===== src/rtl/gf180mcu_osu_sc_gp12t3v3__clkdiv_prog.sv =====
// Programmable glitch-free clock divider: Y = CLK / R with R changed via REQ/ACK on period boundaries.
// Latency: Y rises one CLK edge after EN is sampled in IDLE; a new ratio applies from its ACK edge onward.
// Backpressure: REQ is held (DIV stable) until ACK, which fires only on a period boundary. EN=0 finishes the current period.
// Optional: define GF180_CLKDIV_PULSE_EN to add the PULSE output (one-cycle strobe on each Y rising edge).
module gf180mcu_osu_sc_gp12t3v3__clkdiv_prog #(
  parameter int WIDTH       = 4,
  parameter int DEFAULT_DIV = 2
) (
  input  logic             CLK,
  input  logic             RN,
  input  logic             EN,
  input  logic [WIDTH-1:0] DIV,
  input  logic             REQ,
  output logic             ACK,
  output logic             BUSY,
  output logic             Y
`ifdef GF180_CLKDIV_PULSE_EN
  ,
  output logic             PULSE
`endif
);

  typedef enum logic [1:0] {
    ST_IDLE = 2'd0,
    ST_RUN  = 2'd1,
    ST_STOP = 2'd2
  } state_t;

  localparam logic [WIDTH-1:0] DEF_R   = WIDTH'(DEFAULT_DIV);
  localparam logic [WIDTH-1:0] MIN_R   = WIDTH'(2);
  localparam logic [WIDTH-1:0] ONE     = WIDTH'(1);
  localparam logic [WIDTH:0]   ONE_EXT = (WIDTH+1)'(1);

  state_t           state_q, state_d;
  logic [WIDTH-1:0] cnt_q, cnt_d;
  logic [WIDTH-1:0] r_q, r_d;
  logic             y_q, y_d;
  logic             ack_q, ack_d;
  logic             busy_q, busy_d;

  logic [WIDTH-1:0] div_clamped;
  logic [WIDTH-1:0] cnt_step;
  logic [WIDTH:0]   hi_len;
  logic             wrap;
  logic             boundary;
  logic             capture;

  // Ratio clamp, wrap detect and the period boundary where a new ratio may be taken.
  always_comb begin
    div_clamped = (DIV < MIN_R) ? MIN_R : DIV;
    wrap        = (cnt_q == (r_q - ONE));
    boundary    = (state_q == ST_IDLE) || wrap;
    capture     = REQ && boundary;
    cnt_step    = wrap ? '0 : (cnt_q + ONE);
  end

  // Next-state, counter, ratio and registered output levels.
  always_comb begin
    state_d = state_q;
    cnt_d   = cnt_q;
    r_d     = capture ? div_clamped : r_q;
    ack_d   = capture;
    case (state_q)
      ST_IDLE: begin
        cnt_d = '0;
        if (EN) state_d = ST_RUN;
      end
      ST_RUN: begin
        cnt_d = cnt_step;
        if (!EN) state_d = ST_STOP;
      end
      ST_STOP: begin
        cnt_d = cnt_step;
        if (EN) begin
          state_d = ST_RUN;
        end else if (wrap) begin
          state_d = ST_IDLE;
          cnt_d   = '0;
        end
      end
      default: begin
        state_d = ST_IDLE;
        cnt_d   = '0;
      end
    endcase
    // High phase length uses the ratio governing the period being entered; one extra bit avoids overflow at R=2^WIDTH-1.
    hi_len = ({1'b0, r_d} + ONE_EXT) >> 1;
    y_d    = (state_d != ST_IDLE) && ({1'b0, cnt_d} < hi_len);
    busy_d = (state_d != ST_IDLE);
  end

  // State registers with synchronous active-low reset.
  always_ff @(posedge CLK) begin
    if (!RN) begin
      state_q <= ST_IDLE;
      cnt_q   <= '0;
      r_q     <= DEF_R;
      y_q     <= 1'b0;
      ack_q   <= 1'b0;
      busy_q  <= 1'b0;
    end else begin
      state_q <= state_d;
      cnt_q   <= cnt_d;
      r_q     <= r_d;
      y_q     <= y_d;
      ack_q   <= ack_d;
      busy_q  <= busy_d;
    end
  end

  assign Y    = y_q;
  assign ACK  = ack_q;
  assign BUSY = busy_q;

`ifdef GF180_CLKDIV_PULSE_EN
  logic pulse_q, pulse_d;

  // Strobe aligned with the cycle in which Y first reads high.
  always_comb begin
    pulse_d = y_d && !y_q;
  end

  // Pulse register, cleared by reset.
  always_ff @(posedge CLK) begin
    if (!RN) pulse_q <= 1'b0;
    else     pulse_q <= pulse_d;
  end

  assign PULSE = pulse_q;
`endif

endmodule


===== config.mk =====
export PLATFORM = sky130hd
export DESIGN_NAME = gf180mcu_osu_sc_gp12t3v3__clkdiv_prog
export DESIGN_NICKNAME = d
export VERILOG_FILES = /design/src/rtl/gf180mcu_osu_sc_gp12t3v3__clkdiv_prog.sv
export SDC_FILE = /design/constraint.sdc
export NUM_CORES = 1
export LEC_CHECK = 0
export ABC_AREA = 1
export BUFFER_PORTS_ARGS = -buffer_cell sky130_fd_sc_hd__buf_2
export CAP_MARGIN = 10
export CORE_UTILIZATION = 25
export CTS_CLUSTER_DIAMETER = 60
export DETAILED_ROUTE_END_ITERATION = 16
export PLACE_DENSITY = 0.54
export SETUP_SLACK_MARGIN = 0.4
export SYNTH_ARGS = -nofsm -noshare
export SYNTH_HDL_FRONTEND = slang
export SYNTH_SLANG_ARGS = --single-unit

===== constraint.sdc =====
create_clock -name CLK -period 2.3 [get_ports CLK]
set_clock_uncertainty 0.05 [all_clocks]
set_input_delay 0 -clock CLK [delete_from_list [all_inputs] [get_ports CLK]]
set_output_delay 0 -clock CLK [all_outputs]
set_load 0.03 [all_outputs]

# Word level (Yosys, flattened, before mapping)

Index checks and enable logic that the tools add are counted.

Input bits: 8
Flip-flop bits (word level): 13
Word-level logic and storage cells: 30

Add/subtract/negate cells: 3
Multiplexer cells: 11
Equal/unequal tests: 3
Order comparisons: 2
Reductions and logical operators: 5

Operators with widths:

| kind                                                       | count |
|---|---|
| 2-to-1 mux 4 bit                                           | 5 |
| 2-to-1 mux 2 bit                                           | 4 |
| one-hot mux 4 bit (2 select lines)                         | 1 |
| one-hot mux 2 bit (3 select lines)                         | 1 |
| adder 4 x 1 -> 5 bit, second input constant                | 1 |
| adder 4 x 1 -> 4 bit, second input constant                | 1 |
| equality test 4 bit                                        | 1 |
| less-than comparator 4 x 2 -> 1 bit, second input constant | 1 |
| less-than comparator 4 bit                                 | 1 |
| subtractor 4 x 1 -> 4 bit, second input constant           | 1 |
| equality test 2 x 1 -> 1 bit, second input constant        | 1 |
| equality test 2 bit, second input constant                 | 1 |
| logical AND 1 bit                                          | 2 |
| logical NOT 2 bit                                          | 1 |
| nonzero test 2 bit                                         | 1 |
| logical OR 1 bit                                           | 1 |

# Logic depth before layout (Yosys ltp)

Gate-level depths: netlist of the first run.

Depth in word-level cells: 8
Gate-level depth with buffers: 20
Mapped depth without buffers: 20

# Least setup slack after synthesis of the first run

Ideal clock, no wire load.

Kind: flip-flop to flip-flop
Start: register r_q[0]
End: register y_q (netlist: Y)
Period minus slack after synthesis: 2.357 ns
Data arrival time: 2.244 ns
Cell stages (with the launch flop): 17
Path slack: -0.057 ns
Path through: dfxtp_1 -> inv_1 -> ha_1 -> xor2_1 -> nand2_1 -> nor2_4 -> nand2_4 -> nand2_4 -> nand2_4 -> nand2_1 -> nand2_2 -> ha_1 -> xnor2_1 -> ha_1 -> a21oi_1 -> nor2_1 -> nor2_1

Cells in the longest elaborated chain, start to end: 8
Elaborated cells between the ends (all ways): 16
Classes of those cells: 2 x add/sub; 1 x order compare; 1 x eq/ne; 8 x mux; 4 x reduce/logical

RTL lines:

| what                       | RTL line | RTL |
|---|---|---|
| start: declaration         | 36       | `logic [WIDTH-1:0] r_q, r_d;` |
| start signal: assignment   | 104      | `r_q <= r_d;` |
| subtractor 4 x 1 -> 4 bit  | 51       | `wrap = (cnt_q == (r_q - ONE));` |
| equality test 4 bit        | 51       |  |
| logical OR 1 bit           | 52       | `boundary = (state_q == ST_IDLE) \|\| wrap;` |
| logical AND 1 bit          | 53       | `capture = REQ && boundary;` |
| 2-to-1 mux 4 bit           | 61       | `r_d = capture ? div_clamped : r_q;` |
| net r_d[1]                 | 36       |  |
| adder 4 x 1 -> 5 bit       | 87       | `hi_len = ({1'b0, r_d} + ONE_EXT) >> 1;` |
| less-than comparator 4 bit | 88       | `y_d = (state_d != ST_IDLE) && ({1'b0, cnt_d} < hi_len);` |
| logical AND 1 bit          | 88       |  |
| end signal: assignment     | 105      | `y_q <= y_d;` |
| end: declaration           | 37       | `logic y_q, y_d;` |

The timed path passes the listed nets, and every way through them passes these cells.
A chain may end at the register's enable or synchronous reset.

# Final worst setup path of the first run

Start: register r_q[1]
End: register y_q (netlist: Y)

Cells in the longest elaborated chain, start to end: 8
Elaborated cells between the ends (all ways): 16
Classes of those cells: 2 x add/sub; 1 x order compare; 1 x eq/ne; 8 x mux; 4 x reduce/logical

RTL lines:

| what                         | RTL line |
|---|---|
| subtractor 4 x 1 -> 4 bit    | 51 |
| equality test 4 bit          | 51 |
| logical OR 1 bit             | 52 |
| logical AND 1 bit            | 53 |
| 2-to-1 mux 4 bit *           | 61 |
| net r_d[1]                   | 36 |
| adder 4 x 1 -> 5 bit *       | 87 |
| less-than comparator 4 bit * | 88 |
| logical AND 1 bit *          | 88 |

The timed path passes the listed nets; every way through them passes the cells marked *.

==> impl_results.rst, run 1 <==
.. list-table::
   :header-rows: 1

   * - Metric
     - Value
   * - Number of distinct standard cells referenced by the synthesized netlist
     - 21
   * - Share of final-layout standard cells stronger than drive strength 1
     - between 20% and 30%
   * - Final weighted congestion in routability-driven placement
     - ~0.75
   * - Register area share after synthesis
     - between 20% and 30%
   * - Count of input and output buffers
     - 10
   * - Synth Register Bits
     - 13
   * - Post-route insts no fill
     - ~190
   * - First-pass iteration count of the detailed router
     - 4
   * - Net count, final
     - between 150 and 200
   * - Total number of H-tree levels
     - 1
   * - Synth Area per Inst
     - between 7 and 8 sq um
   * - VDD IR-drop max
     - around 0.24 mV
   * - Highest Clock Rate
     - 424 MHz
   * - Crit path max-delay family
     - simple AND/OR/NAND/NOR gates
   * - Area growth, synth to finish
     - 29.3%
   * - Inst Count DP
     - 186
   * - Core area
     - 3340 sq um
   * - Total power after layout
     - 640 uW
   * - Final critical-path share of the clock period
     - 103%
   * - Most used cell, CP
     - sky130_fd_sc_hd__nand2_4
   * - DRC Markers
     - 0
   * - Violated checks
     - setup timing
   * - Gr ovfl total
     - 0
   * - Worst-path cell chain
     - inv_1 -> ha_4 -> xor2_1 -> nand2_1 -> nor2_4 -> nand2_4 -> nand2_4 -> nand2_4 -> nand2_2 -> nand2_4 -> ha_4 -> xnor2_1 -> ha_1 -> a21oi_1 -> nor2_1 -> nor2_1
   * - Synth Net Count
     - 139
   * - ANT cells
     - 0
   * - Multi-input logic area
     - 594 sq um
   * - Power Dens Cells
     - around 570 nW/um^2
   * - Sequential cell area in the final layout
     - 263 sq um
   * - Required time of the critical path
     - 2.46 ns
   * - Vias post-DR
     - slightly above 800
   * - Classification of the worst setup path
     - register to register
   * - Number of antenna violations at the first check in global routing
     - 0
   * - Per-cell routed wire length
     - between 9 and 10 um
   * - Fillcell total
     - ~360
   * - I/O pin count
     - 11
   * - Detailed router's first-iteration violation count
     - 17
   * - Synth Warn #
     - 0
   * - Initial Utilization
     - 26.2%
   * - Number of cell rows
     - 21
   * - Final Critical Period
     - 2.36 ns
   * - Most common library cell in the layout ignoring fill and taps
     - sky130_fd_sc_hd__nand2_1
   * - Kind of path behind the tightest hold check
     - input pin to register
   * - Final Core Density
     - 33.9%
   * - Post-detail-place hpwl
     - between 1000 and 1500 um
   * - Area of the die
     - 3740 sq um
   * - RSZ-0062 raised after global routing
     - yes
   * - Worst-case headroom to the max-slew limit
     - slightly above 80%
   * - Data arrival time at the worst-slack endpoint
     - 2.52 ns
   * - Number of clock sinks
     - 13
   * - CTS Buf Count
     - 3
   * - Setup fix buffers added after clock tree synthesis
     - 0
   * - Top library cells by usage in the layout, fill and taps aside
     - 25 x sky130_fd_sc_hd__nand2_1, 15 x sky130_fd_sc_hd__inv_1, 11 x sky130_fd_sc_hd__dfxtp_1, 11 x sky130_fd_sc_hd__nand3_1
   * - Via count of the first global-routing pass
     - roughly 790
   * - Insertion delay of the later-clocked pin in the worst-skew pair
     - ~0.27 ns
   * - Critical path launch point type
     - register
   * - Final antenna-violating net count
     - 0
   * - Syn Inst Count
     - between 100 and 150
   * - Maxcap violations
     - 0
   * - Clock-pin transition on the worst setup and hold timing paths
     - 0.08 ns
   * - Final Worst Setup Slack
     - -0.0593 ns
   * - Cell at the slowest stage of the critical path
     - sky130_fd_sc_hd__dfxtp_2
   * - Total routing resource utilization after global routing
     - 10.9%
   * - Leakage power total
     - between 0.5 and 0.6 nW
   * - Wire length of the first global-routing pass
     - slightly above 3000 um
   * - Largest net degree at the start of global routing
     - 10
   * - Synth Cell Area
     - ~880 sq um
   * - Worst Setup End Kind
     - register
   * - Number of buffer and inverter instances along the worst setup path
     - 1
   * - Final count of hold timing violations
     - 0
   * - Max Slew Vio Count
     - 0
   * - Endpoints failing setup
     - 1
   * - Die Height
     - between 60 and 70 um
   * - Outcome
     - finished, violations left
   * - Slew at the pin closest to its max-slew limit
     - between 0.2 and 0.3 ns
   * - Longest Clk Path Bufs
     - 2
   * - Clock root cell
     - sky130_fd_sc_hd__clkbuf_4
   * - Overall die width
     - between 60 and 70 um
   * - TritonCTS clock tree
     - done
   * - Vias per cell
     - between 4 and 5
   * - Biggest fanout along the worst timing path
     - 5
   * - Largest stage delay, worst path
     - 0.33 ns
   * - Total routed wirelength
     - between 1500 and 2000 um
   * - Sum of negative setup slack
     - -0.0593 ns
[where the power goes]
group          switching [mW]  leakage (nW)  internal [mW]
Clock                  0.0716        0.0150         0.0671
Sequential             0.0113         0.107          0.246
Combinational           0.145         0.426          0.100
[worst min-delay path, cell delays in order]
cell and delay, ns:
sky130_fd_sc_hd__buf_2 0.11, sky130_fd_sc_hd__nand3_1 0.11, sky130_fd_sc_hd__a21oi_1 0.07
[logic make-up (layout without fill, tap and decap cells)]
kind of cell / count (synthesis) / in the layout / synth area share [%]
DFF: 13 / 13 / 29.7
adders and majority gates: 10 / 10 / 14.3
AOI/OAI and AO/OA: 12 / 12 / 8.00
xor gates and xnor gates: 6 / 6 / 6.00
and+or+nand+nor: 63 / 63 / 34.7
buffers and inverters: 17 / 41 / 7.29
[metal layers]
layer	GRT usage, %	wire length [um]
met1	13.1	798
met2	18.6	889
met3	1.26	26
met4	6.49	39
met5	0	0
[final cells by class]
| cell class | instances | share of cell area, % |
|---|---|---|
| clock buffers | 4 | 2.32 |
| inverters | 17 | 5.64 |
| multi-input cells | 91 | 52.5 |
| flip-flops and latches | 13 | 23.2 |
| well taps | 46 | 5.08 |
| repair buffers | 20 | 11.3 |
[timing repair]
item / 4_1_cts / 5_1_grt
setup endpoints to repair: 1 / 2
hold endpoints to repair: 1 / 0
pin swaps: 0 / 2
resized for setup: 1 / 2
hold buffers: 1 / 0
[Yosys cell counts (all sizes together)]
cell	n	area share, %
nand2	35	19
inv	16	6.9
dfxtp	13	30
nand3	13	8.0
nor2	11	5.6
ha	10	14
a21oi	6	3.4
nor3	3	1.7
xnor2	3	3.0
xor2	3	3.0
o21ai	2	1.1
a31oi	1	0.71
clkinv	1	0.43
nand4	1	0.71
o21a	1	0.86
o21bai	1	0.86
o31a	1	1.0
[sequential cells by signal (all words and copies together), names as in the netlist]
name and flops:
cnt_q 4, BUSY 1, ACK 1, state_q 2
Y 1, r_q 4
[metrics by stage]
| stage | area [sq um] | setup WS, ns | hold WS [ns] |
|---|---|---|---|
| finish | 1130 | -0.0593 | 0.0164 |
| global route | 1130 | -0.185 | 0.0595 |
| CTS | 1130 | -0.0769 | 0.00974 |
| detailed placement | 1090 | -0.0481 | 0.161 |
| global placement | 1090 | -0.00863 | 0.164 |
| floorplan | 911 | 0.0937 | 0.0341 |
[path summary, 6_finish.rpt]
check               startpoint           endpoint  slack (ns)  cells past startpoint
max          r_q[1]$_SDFF_PN1_       Y$_SDFF_PN0_       -0.06                     16
min                     DIV[2]  r_q[2]$_SDFF_PN0_        0.02                      3
max reg2reg  r_q[1]$_SDFF_PN1_       Y$_SDFF_PN0_       -0.06                     16
min reg2reg  r_q[2]$_SDFF_PN0_  r_q[2]$_SDFF_PN0_        0.49                      2
(Power assumes the default switching activity.)
==> inputs of run 2 (changes only) <==
- BUFFER_PORTS_ARGS: -buffer_cell sky130_fd_sc_hd__buf_2 -> -buffer_cell sky130_fd_sc_hd__buf_4
- CORE_UTILIZATION: 25 -> 50
- PLACE_DENSITY: 0.54 -> 0.85
==> impl_results.rst, run 2 (synthesized netlist as in run 1, its figures left out) <==
.. list-table::
   :header-rows: 1

   * - Metric
     - Value
   * - Outcome
     - finished, violations left (unchanged)
   * - Violated checks
     - setup timing (unchanged)
   * - I/O pin count
     - 11 (unchanged)
   * - Post-detail-place hpwl
     - 1450 um (was 1490 um)
   * - Net switching power figure
     - 241 uW (was 228 uW)
   * - Final Critical Period
     - 2.42 ns (was 2.36 ns)
   * - Insertion delay of the later-clocked pin in the worst-skew pair
     - 0.27 ns (about the same)
   * - Cell-internal power
     - 433 uW (was 413 uW)
   * - Total routed wirelength
     - 2100 um (was 1750 um)
   * - Gr ovfl total
     - 0 (unchanged)
   * - DRC Markers
     - 0 (unchanged)
   * - Kind of path behind the tightest hold check
     - input pin to register (unchanged)
   * - Core area
     - 1580 sq um (was 3340 sq um)
   * - Most common library cell in the layout ignoring fill and taps
     - sky130_fd_sc_hd__nand2_1 (unchanged)
   * - Classification of the worst setup path
     - register to register (unchanged)
   * - Leakage power total
     - 0.576 nW (was 0.548 nW)
   * - Longest Clk Path Bufs
     - 2 (unchanged)
   * - Die Height
     - 43.9 um (was 61.2 um)
   * - Slew at the pin closest to its max-slew limit
     - 0.258 ns (was 0.254 ns)
   * - Number of cell rows
     - 14 (was 21)
   * - Largest net degree at the start of global routing
     - 10 (unchanged)
   * - Endpoints failing setup
     - 1 (unchanged)
   * - Top library cells by usage in the layout, fill and taps aside
     - 24 x sky130_fd_sc_hd__nand2_1, 19 x sky130_fd_sc_hd__buf_4, 14 x sky130_fd_sc_hd__inv_1, 11 x sky130_fd_sc_hd__dfxtp_1, 11 x sky130_fd_sc_hd__nand3_1 (was 25 x sky130_fd_sc_hd__nand2_1, 15 x sky130_fd_sc_hd__inv_1, 11 x sky130_fd_sc_hd__dfxtp_1, 11 x sky130_fd_sc_hd__nand3_1)
   * - Post-route insts no fill
     - 163 (was 191)
   * - Clock network power share
     - 20.1% (was 21.7%)
   * - Launch instance of the worst register-to-register path
     - r_q[0]$_SDFF_PN0_ (was r_q[1]$_SDFF_PN1_)
   * - Vias per cell
     - 5.33 (was 4.27)
   * - Worst Min Path Start
     - EN (was DIV[2])
   * - RSZ-0062 raised after global routing
     - yes (unchanged)
   * - Required time of the critical path
     - 2.46 ns (about the same)
   * - TritonCTS clock tree
     - done (unchanged)
   * - Number of antenna violations at the first check in global routing
     - 0 (unchanged)
   * - Worst Setup End Kind
     - register (unchanged)
   * - ANT cells
     - 0 (unchanged)
   * - Final critical-path share of the clock period
     - 105% (was 103%)
   * - Critical path launch point type
     - register (unchanged)
   * - Largest regs
     - cnt_q (4), r_q (4), state_q (2) (unchanged)
   * - Share of final-layout standard cells stronger than drive strength 1
     - 32.0% (was 27.6%)
   * - Biggest fanout along the worst timing path
     - 5 (unchanged)
   * - Net count, final
     - 166 (was 164)
   * - Number of clock sinks
     - 13 (unchanged)
   * - Final antenna-violating net count
     - 0 (unchanged)
   * - Maxcap violations
     - 0 (unchanged)
   * - Power Dens Cells
     - 568 nW/um^2 (was 565 nW/um^2)
   * - Vias post-DR
     - 869 (was 816)
   * - Count of input and output buffers
     - 10 (unchanged)
   * - Clock-pin transition on the worst setup and hold timing paths
     - 0.08 ns (about the same)
   * - Setup slack, reg-to-reg
     - -0.12 ns (was -0.06 ns)
   * - CTS Buf Count
     - 3 (unchanged)
   * - VDD IR-drop max
     - 0.472 mV (was 0.244 mV)
   * - Per-cell routed wire length
     - 12.9 um (was 9.18 um)
   * - Final count of hold timing violations
     - 0 (unchanged)
   * - First-pass iteration count of the detailed router
     - 4 (unchanged)
   * - Clock root cell
     - sky130_fd_sc_hd__clkbuf_4 (unchanged)
   * - Via count of the first global-routing pass
     - 775 (was 787)
   * - Max Slew Vio Count
     - 0 (unchanged)
   * - Initial Utilization
     - 55.6% (was 26.2%)
   * - Final Worst Setup Slack
     - -0.121 ns (was -0.0593 ns)
   * - Comb power frac
     - 41.6% (was 38.2%)
   * - Worst-case headroom to the max-slew limit
     - 82.7% (was 83.0%)
   * - Area of the die
     - 1920 sq um (was 3740 sq um)
   * - Area growth, synth to finish
     - 35.4% (was 29.3%)
   * - Register share of total power
     - 38.4% (was 40.1%)
   * - Data arrival time at the worst-slack endpoint
     - 2.58 ns (was 2.52 ns)
   * - Wire length of the first global-routing pass
     - 3020 um (was 3030 um)
   * - Overall die width
     - 43.9 um (was 61.2 um)
   * - Total number of H-tree levels
     - 1 (unchanged)
   * - Switching share of power
     - 35.7% (was 35.5%)
   * - Highest Clock Rate
     - 413 MHz (was 424 MHz)
   * - Inst Count DP
     - 152 (was 186)
   * - Final weighted congestion in routability-driven placement
     - 0.796 (was 0.753)
   * - Beginning of the critical path
     - r_q[0]$_SDFF_PN0_ (was r_q[1]$_SDFF_PN1_)
   * - Total routing resource utilization after global routing
     - 20.8% (was 10.9%)
   * - Detailed router's first-iteration violation count
     - 10 (was 17)
   * - Worst hold slack across all endpoints
     - 0.0341 ns (was 0.0164 ns)
## run 2: cell type report
cell class                 instances  area [sq um]
clock buffer                       4          26.3
timing repair buffer              22           174
multi-input combinational         91           639
sequential                        13           263
inverter                          17          63.8
tap                               16          20.0
fill                             108           390
## run 2: what timing repair did
action	CTS	global route
setup endpoints to repair	1	2
pin swaps	1	14
hold buffers	2	0
hold endpoints to repair	2	0
buffers inserted	0	5
resized for setup	0	13
## run 2: worst paths after layout
path / endpoint / cells after the start
worst min-delay path: state_q[0]$_SDFF_PN0_ / 5
worst max register to register: Y$_SDFF_PN0_ / 16
worst max-delay path: Y$_SDFF_PN0_ / 16
worst min register to register: r_q[2]$_SDFF_PN0_ / 2
## run 2: critical path: stages (launching register included)
cell                      delay (ns)
sky130_fd_sc_hd__dfxtp_2        0.34
sky130_fd_sc_hd__inv_2          0.05
sky130_fd_sc_hd__ha_4           0.26
sky130_fd_sc_hd__xor2_1         0.15
sky130_fd_sc_hd__nand2_1        0.10
sky130_fd_sc_hd__nor2_4         0.14
sky130_fd_sc_hd__nand2_4        0.07
sky130_fd_sc_hd__nand2_4        0.10
sky130_fd_sc_hd__nand2_4        0.09
sky130_fd_sc_hd__nand2_4        0.10
sky130_fd_sc_hd__nand2_4        0.07
sky130_fd_sc_hd__ha_4           0.18
sky130_fd_sc_hd__xnor2_2        0.12
sky130_fd_sc_hd__ha_1           0.26
sky130_fd_sc_hd__a21oi_1        0.14
sky130_fd_sc_hd__nor2_1         0.06
sky130_fd_sc_hd__nor2_1         0.07
## run 2: routing by layer
| metal | share of wire, % | vias to the layer above | track usage, % |
|---|---|---|---|
| li1 | - | 442 | - |
| met1 | 44 | 406 | 26.1 |
| met2 | 51 | 14 | 36.4 |
| met3 | 2.2 | 7 | 2.50 |
| met4 | 2.3 | 0 | 7.88 |
| met5 | 0 | - | 0 |
## run 2: power by group through the flow
stage                     sequential (mW)  clock (mW)  combinational [mW]
final                               0.258       0.135               0.280
after global routing                0.261       0.144               0.306
after CTS                           0.257       0.135               0.241
after detailed placement            0.263           0               0.238
after global placement              0.262           0               0.227
after floorplan                     0.279           0               0.150
## run 2: metrics by stage
step           power, mW  setup slack, ns  utilization, %  area [sq um]  setup TNS (ns)
3_5_place_dp       0.500          -0.0464            66.2          1040         -0.0464
6_report           0.673           -0.121            75.2          1190          -0.121
5_1_grt            0.710           -0.196            75.2          1190          -0.196
3_3_place_gp       0.489          0.00159            66.2          1040               0
2_1_floorplan      0.430           0.0937               -           911               0
4_1_cts            0.634          -0.0731            69.1          1090         -0.0731
